## src/rtl/seq_det_prog.sv

```systemverilog
// Runtime-programmable serial bit-pattern detector with overlap control,
// valid-qualified input and a saturating match counter.
module seq_det_prog #(
  parameter int unsigned          MAX_LEN = 16,
  parameter int unsigned          DEF_LEN = 4,
  parameter logic [MAX_LEN-1:0]   DEF_PAT = MAX_LEN'(16'h0006),
  parameter int unsigned          CNT_W   = 8,
  localparam int unsigned         LEN_W   = $clog2(MAX_LEN + 1)
) (
  input  logic               clk,
  input  logic               reset,
  input  logic               cfg_load,
  input  logic [MAX_LEN-1:0] cfg_pat,
  input  logic [LEN_W-1:0]   cfg_len,
  input  logic               overlap_en,
  input  logic               in_valid,
  input  logic               x,
  input  logic               clr_cnt,
  output logic               z,
  output logic [CNT_W-1:0]   match_cnt
);

  logic [MAX_LEN-1:0] hist_q, hist_d;
  logic [MAX_LEN-1:0] pat_q, pat_d;
  logic [LEN_W-1:0]   len_q, len_d;
  logic [LEN_W-1:0]   fill_q, fill_d;
  logic               z_q, z_d;
  logic [CNT_W-1:0]   cnt_q, cnt_d;

  logic [MAX_LEN-1:0] mask;
  logic [MAX_LEN-1:0] shifted;
  logic [LEN_W-1:0]   len_clamped;
  logic               fill_ok;
  logic               match;

  always_comb begin
    mask = '0;
    for (int unsigned i = 0; i < MAX_LEN; i++) begin
      if (LEN_W'(i) < len_q) mask[i] = 1'b1;
    end
  end

  always_comb begin
    if (cfg_len == '0)
      len_clamped = LEN_W'(1);
    else if (cfg_len > LEN_W'(MAX_LEN))
      len_clamped = LEN_W'(MAX_LEN);
    else
      len_clamped = cfg_len;
  end

  // Only bits accepted since the last clear may take part in a match.
  assign shifted = {hist_q[MAX_LEN-2:0], x};
  assign fill_ok = ({1'b0, fill_q} + (LEN_W+1)'(1)) >= {1'b0, len_q};
  assign match   = in_valid && !cfg_load && fill_ok &&
                   ((shifted & mask) == (pat_q & mask));

  always_comb begin
    hist_d = hist_q;
    pat_d  = pat_q;
    len_d  = len_q;
    fill_d = fill_q;
    z_d    = match;
    cnt_d  = cnt_q;

    if (cfg_load) begin
      pat_d  = cfg_pat;
      len_d  = len_clamped;
      fill_d = '0;
    end else if (in_valid) begin
      hist_d = shifted;
      if (match && !overlap_en)
        fill_d = '0;
      else if (fill_q != LEN_W'(MAX_LEN))
        fill_d = fill_q + LEN_W'(1);
    end

    if (clr_cnt)
      cnt_d = match ? CNT_W'(1) : '0;
    else if (match && (cnt_q != '1))
      cnt_d = cnt_q + CNT_W'(1);
  end

  always_ff @(posedge clk or negedge reset) begin
    if (!reset) begin
      hist_q <= '0;
      pat_q  <= DEF_PAT;
      len_q  <= LEN_W'(DEF_LEN);
      fill_q <= '0;
      z_q    <= 1'b0;
      cnt_q  <= '0;
    end else begin
      hist_q <= hist_d;
      pat_q  <= pat_d;
      len_q  <= len_d;
      fill_q <= fill_d;
      z_q    <= z_d;
      cnt_q  <= cnt_d;
    end
  end

  assign z         = z_q;
  assign match_cnt = cnt_q;

endmodule

```

## config.mk

```make
export PLATFORM = sky130hd
export DESIGN_NAME = seq_det_prog
export DESIGN_NICKNAME = d
export VERILOG_FILES = /design/src/rtl/seq_det_prog.sv
export SDC_FILE = /design/constraint.sdc
export NUM_CORES = 1
export LEC_CHECK = 0
export ABC_CLOCK_PERIOD_IN_PS = 3700
export CAP_MARGIN = 5
export CORE_MARGIN = 5
export CORE_UTILIZATION = 55
export CTS_CLUSTER_SIZE = 14
export DETAILED_ROUTE_END_ITERATION = 10
export HOLD_SLACK_MARGIN = 0.15
export PLACE_DENSITY_LB_ADDON = 0.05
export SKIP_LAST_GASP = 1
export SLEW_MARGIN = 20
export SYNTH_ARGS = -nofsm -noshare
export SYNTH_HDL_FRONTEND = slang
export SYNTH_SLANG_ARGS = --single-unit
```

## constraint.sdc

```tcl
create_clock -name clk -period 3.7 [get_ports clk]
set_input_delay 0.74 -clock clk [delete_from_list [all_inputs] [get_ports clk]]
set_output_delay 0.74 -clock clk [all_outputs]
set_load 0.005 [all_outputs]
```

==> flow_metrics.env <==
export IMPL_synth_common_cells="nand2_1 (57), dfrtp_1 (47), mux2_2 (18)"
export IMPL_dpl_hpwl_um=4010
export IMPL_clock_skew_ns=0.00989
export IMPL_initial_core_util_pct=57.4
export IMPL_fmax_mhz=333
export IMPL_clock_latency_ns=0.31
export IMPL_worst_slew_pin_slew_ns=0.884
export IMPL_grt_pass1_vias=2053
export IMPL_cts_buffers=5
export IMPL_slew_headroom_pct=40.6
export IMPL_min_delay_path_class="in2async"
export IMPL_syn_area_per_cell_um2=9.77
export IMPL_dieHeight_um=80.7
export IMPL_drive_gt1_share_pct=13.1
export IMPL_synthTopCellsByArea="dfrtp_1 (43%), nand2_1 (7.8%), mux2_2 (7.4%), xor2_1 (4.1%), ha_1 (3.6%)"
export IMPL_core_um2=4790
export IMPL_synth_main_ff_cell="dfrtp_1"
export IMPL_clk_pin_slew_ns=0.10
export IMPL_first_iter_violations=249
export IMPL_ys_ff_latch=50
export IMPL_setup_tns_final_ns=0
export IMPL_power_density_nw_per_um2=384
export IMPL_portBuffers=36
export IMPL_grt_start_max_net_pins=51
export IMPL_worstPathCellList="inv_1 -> ha_1 -> ha_1 -> a21o_1 -> a211o_1 -> a211oi_1 -> buf_4 -> nor4_4 -> mux2_1"
export IMPL_clockBufferDepth=2
export IMPL_p_leak_nw=1.47
export IMPL_period_needed_ns=3.00
export IMPL_period_share_pct=81.2
export IMPL_wl_per_cell_um=15.2
export IMPL_antenna_cells=0
export IMPL_critPathKind="reg2reg"
export IMPL_clock_sink_count=50
export IMPL_utilization_pct=67.3
export IMPL_dp_cells=371
export IMPL_r2r_cells=9
export IMPL_arrival_ns=3.20
export IMPL_firstDrtPassIters=4
export IMPL_synthesis_nets=317
export IMPL_instances_no_fill=379
export IMPL_row_count=25
export IMPL_cts_root_buf="clkbuf_8"
export IMPL_dieArea_um2=6510
export IMPL_place_gp_congestion=0.788
export IMPL_synthCells=281
export IMPL_io_pins=37
export IMPL_synth_area_leader_cell="dfrtp_1"
export IMPL_synth_area_um2=2750
export IMPL_yosysWarnings=0
export IMPL_status="complete, no violations"
export IMPL_hold_buffers=0
export IMPL_antenna_left=0
export IMPL_critPathLaunchType="flip-flop"
export IMPL_crit_top_cell="ha_1"
export IMPL_vias=2121
export IMPL_yosysSeqAreaShare_pct=45.7
export IMPL_gr_usage_all_layers_pct=20.1
export IMPL_post_cts_setup_buffers=0
export IMPL_cp_end_kind="flip-flop"
export IMPL_antenna_found_initial=0
export IMPL_hold_viol_final=0
export IMPL_rsz0062_at_grt="false"
export IMPL_setup_viol=0
export IMPL_drc=0
export IMPL_syn_to_final_growth_pct=17.3
export IMPL_post_synth_num_cell_types=51
export IMPL_overflow=0
export IMPL_cts_resized=0
export IMPL_path_max_fanout=7
export IMPL_synth_edff_count=0
export IMPL_synth_top_cell_area_share_pct=42.8
export IMPL_grt_pass1_wl_um=10000
export IMPL_critical_path_required_ns=3.89
export IMPL_wl_um=5740
export IMPL_critPathMaxStageDelay_ns=0.59
export IMPL_fillers=422
export IMPL_final_max_slew_violation_count=0
export IMPL_dieWidth_um=80.7
export IMPL_via_per_inst=5.60
export IMPL_htreeDepth=2
export IMPL_post_synth_top_count_cell="nand2_1"
export IMPL_cts_tree="yes"
export IMPL_ys_async_sr_fraction_pct=100
export IMPL_ir_worst_vdd_mv=0.277
export IMPL_cp_slowest_cell="a211oi_1"
export IMPL_maxCapViolCount=0
export IMPL_nNetsFinal=347
-- routing by layer --
| metal | vias to the layer above | part of all wire (%) | global-route usage (%) |
|---|---|---|---|
| li1 | 1034 | - | - |
| met1 | 1022 | 49 | 28.7 |
| met2 | 60 | 44 | 30.3 |
| met3 | 5 | 5.4 | 4.48 |
| met4 | 0 | 1.3 | 6.08 |
| met5 | - | 0 | 0 |
-- cell usage in the layout, fill, tap and decap left out, types with 4 or more instances in the layout --
cell	count
mux2_2	18
nor2b_1	7
nand3_1	6
inv_1	9
dfrtp_1	47
clkdlybuf4s50_1	35
clkbuf_8	5
nand2b_1	4
xor2_1	13
ha_1	8
o21ai_0	12
and3_1	4
a21oi_1	9
buf_4	4
a31oi_1	4
nand2_1	57
xnor2_1	6
nor2_1	9
-- final cells by class --
cell class                      instances  area, um2  area share (%)
Clock buffer                            5       68.8            2.14
Clock inverter                          3       21.3           0.660
Inverter                                9       33.8            1.05
Multi-Input combinational cell        206       1380            42.8
Sequential cell                        50       1250            39.0
Tap cell                               67       83.8            2.60
Timing Repair Buffer                   39        380            11.8
-- power by group --
group | switching [W] | internal [W] | total, W
Sequential | 0.0000609 | 0.000604 | 0.000665
Combinational | 0.000123 | 0.000124 | 0.000248
Clock | 0.000191 | 0.000133 | 0.000324
Total | 0.000375 | 0.000862 | 0.00124
-- worst max-delay path, delay by kind of cell, from the launching register on --
kind / cells / cell delay, ns
DFF: 1 / 0.49
buffers and inverters: 2 / 0.36
AOI/OAI and AO/OA: 3 / 1.07
adders and majority gates: 2 / 0.60
and+or+nand+nor: 1 / 0.05
muxes: 1 / 0.33
-- cell families (layout without fill, tap and decap cells) --
family | Yosys count | in the layout | synth area share, %
flip-flops | 50 | 50 | 45.7
buffers and inverters | 25 | 56 | 4.24
adder cells (fa/ha/maj) | 8 | 8 | 3.64
AND/OR/NAND/NOR | 110 | 110 | 20.4
AO/OA/AOI/OAI | 49 | 49 | 11.8
XOR/XNOR | 19 | 19 | 6.06
multiplexers | 20 | 20 | 8.20
-- final timing paths --
path	startpoint	end	slack (ns)
worst max register to register	fill_q[0]	match_cnt[4]	0.70
min in group clk	hist_q[6]	hist_q[7]	0.52
worst min register to register	hist_q[6]	hist_q[7]	0.52
worst min-delay path	reset	pat_q[3]	0.44
worst max-delay path	fill_q[0]	match_cnt[4]	0.70
max in group asynchronous	reset	fill_q[1]	2.82
-- flip-flops by register name (all words and copies together), names as in the netlist --
signal,count
pat_q,16
fill_q,5
z,1
match_cnt,8
hist_q,15
len_q,5
-- through the flow --
stage	worst slack (ns)	total power, W	instance area [um2]	hold WS, ns
floorplan	0.934	0.000832	2750	0.444
global placement	0.553	0.000914	3130	0.496
detailed placement	0.517	0.000921	3130	0.497
CTS	0.723	0.00125	3220	0.466
global route	0.528	0.00131	3220	0.493
finish	0.695	0.00124	3220	0.437
(Power assumes the default switching activity.)
==> variant (config.mk and constraints unchanged) <==
Change the parameter `MAX_LEN` from 16 to 32.
--- a/src/rtl/seq_det_prog.sv
+++ b/src/rtl/seq_det_prog.sv
@@ -1,7 +1,7 @@
 // Runtime-programmable serial bit-pattern detector with overlap control,
 // valid-qualified input and a saturating match counter.
 module seq_det_prog #(
-  parameter int unsigned          MAX_LEN = 16,
+  parameter int unsigned          MAX_LEN = 32,
   parameter int unsigned          DEF_LEN = 4,
   parameter logic [MAX_LEN-1:0]   DEF_PAT = MAX_LEN'(16'h0006),
   parameter int unsigned          CNT_W   = 8,
Ports: changed (resized cfg_len and cfg_pat); port bits go from 37 to 54. The function was not compared with the original's and may differ.
==> variant against the unedited design <==
Sequential cell count is 34 higher; routed wire length is 58% higher; final area is 60% higher; critical path depth is 2 lower; total power is 93% higher; worst setup slack worse by 230 ps; area after synthesis is 57% higher; non-clock buffer count is 17 higher; critical path type unchanged.
==> variant: results <==
export IMPL_yosys_warnings=0
export IMPL_hp_class="input port to async pin"
export IMPL_htreeDepth=3
export IMPL_status="completed"
export IMPL_max_slew_margin_pct=51.0
export IMPL_crit_arrival_ps=3500
export IMPL_synth_async_reset_ratio_pct=100
export IMPL_drive_gt1_share_pct=21.1
export IMPL_drt_first_pass_iters=4
export IMPL_grt_start_max_net_pins=85
export IMPL_grt_pass1_wl_mm=15.5
export IMPL_synthFlopType="dfrtp_1"
export IMPL_insertion_delay_ps=360
export IMPL_track_usage_pct=19.8
export IMPL_place_congestion=0.963
export IMPL_clk_pin_slew_ps=90
export IMPL_antenna_diode_count=0
export IMPL_die_area_um2=9720
export IMPL_timing_rr_end="match_cnt[4]"
export IMPL_worstRegToRegCells=7
export IMPL_hpwl_mm=6.47
export IMPL_numCtsBuffers=9
export IMPL_first_global_vias=3208
export IMPL_cts_root_buffer="clkbuf_8"
export IMPL_crit_slowest_cell="dfrtp_1"
export IMPL_synth_seq_area_share_pct=48.8
export IMPL_endpoint="match_cnt[4]"
export IMPL_top_register="pat_q"
export IMPL_vias_per_cell=5.80
export IMPL_largest_reg_flops=32
export IMPL_crit_path_start_kind="flop"
export IMPL_finalClockSkew_ps=15.3
export IMPL_antenna_found_initial=0
export IMPL_crit_path_max_incr_delay_ps=600
export IMPL_whs_ps=402
export IMPL_r2r_setup_slack_ps=470
export IMPL_drt_iter0_drc=117
export IMPL_crit_family="simple AND/OR/NAND/NOR gates"
export IMPL_synth_nets=435
export IMPL_n_fill_cell=611
export IMPL_cts_buffer_depth=2
export IMPL_reg2reg_from="len_q[5]"
export IMPL_p_leak_nw=2.18
export IMPL_ir_worst_vdd_v=0.000294
export IMPL_critPathMaxFanout=16
export IMPL_synth_area_top_cells="dfrtp_1 47%, mux2_2 16%, xnor2_1 4.3%"
export IMPL_wirelength_mm=9.10
export IMPL_ys_top_cells_by_count="81 x dfrtp_1, 63 x mux2_2, 22 x a21oi_1, 21 x xnor2_1, 19 x nand2_1"
export IMPL_yosysUniqueCellTypes=51
export IMPL_post_cts_buffers=0
export IMPL_port_buffers=53
export IMPL_cts_repair_resized=0
export IMPL_nNetsFinal=484
[variant: cell types whose count changed after synthesis, moves of 4 or more]
cell,change
dfrtp_1,+34
o21ai_0,+4
clkbuf_1,-6
a21oi_1,+13
nand2_1,-38
nor2_1,+5
mux2_2,+45
o31ai_1,+5
buf_1,+7
buf_2,+4
xnor2_1,+15
[variant: layout make-up]
cell class	instances	area (µm²)	share of cell area, %
Sequential cell	84	2110	40.9
Multi-Input combinational cell	266	2090	40.6
Timing Repair Buffer	56	549	10.7
Clock buffer	11	141	2.75
Tap cell	102	128	2.48
Clock inverter	5	85.1	1.65
Inverter	13	48.8	0.948
[variant: stage by stage]
step                      worst slack, ps  cell area (µm²)  cells
after CTS                             474             5140    537
final                                 468             5150    537
after floorplan                      1080             4320    381
after detailed placement              318             4920    521
after global routing                  136             5150    537
after global placement                362             4920    521
[variant: report_power, final]
part / internal (W) / switching [W]
Sequential: 0.00104 / 0.000125
Clock: 0.000403 / 0.000333
Combinational: 0.000271 / 0.000209
Total: 0.00172 / 0.000668
[variant: cells by family after synthesis]
| logic type | share of synthesized area (%) |
|---|---|
| buffers and inverters | 2.81 |
| and+or+nand+nor | 10.6 |
| adders and majority gates | 2.84 |
| DFF | 48.8 |
| xor gates and xnor gates | 6.90 |
| AOI/OAI and AO/OA | 11.6 |
| muxes | 16.4 |
[variant: per-layer routing]
metal,routed length [µm],share of wire [%],global-route usage [%],vias to the layer above
li1,-,-,-,1478
met1,4160,46,27.6,1535
met2,4210,46,30.5,87
met3,591,6.5,5.31,14
met4,143,1.6,5.88,0
met5,0,0,0,-
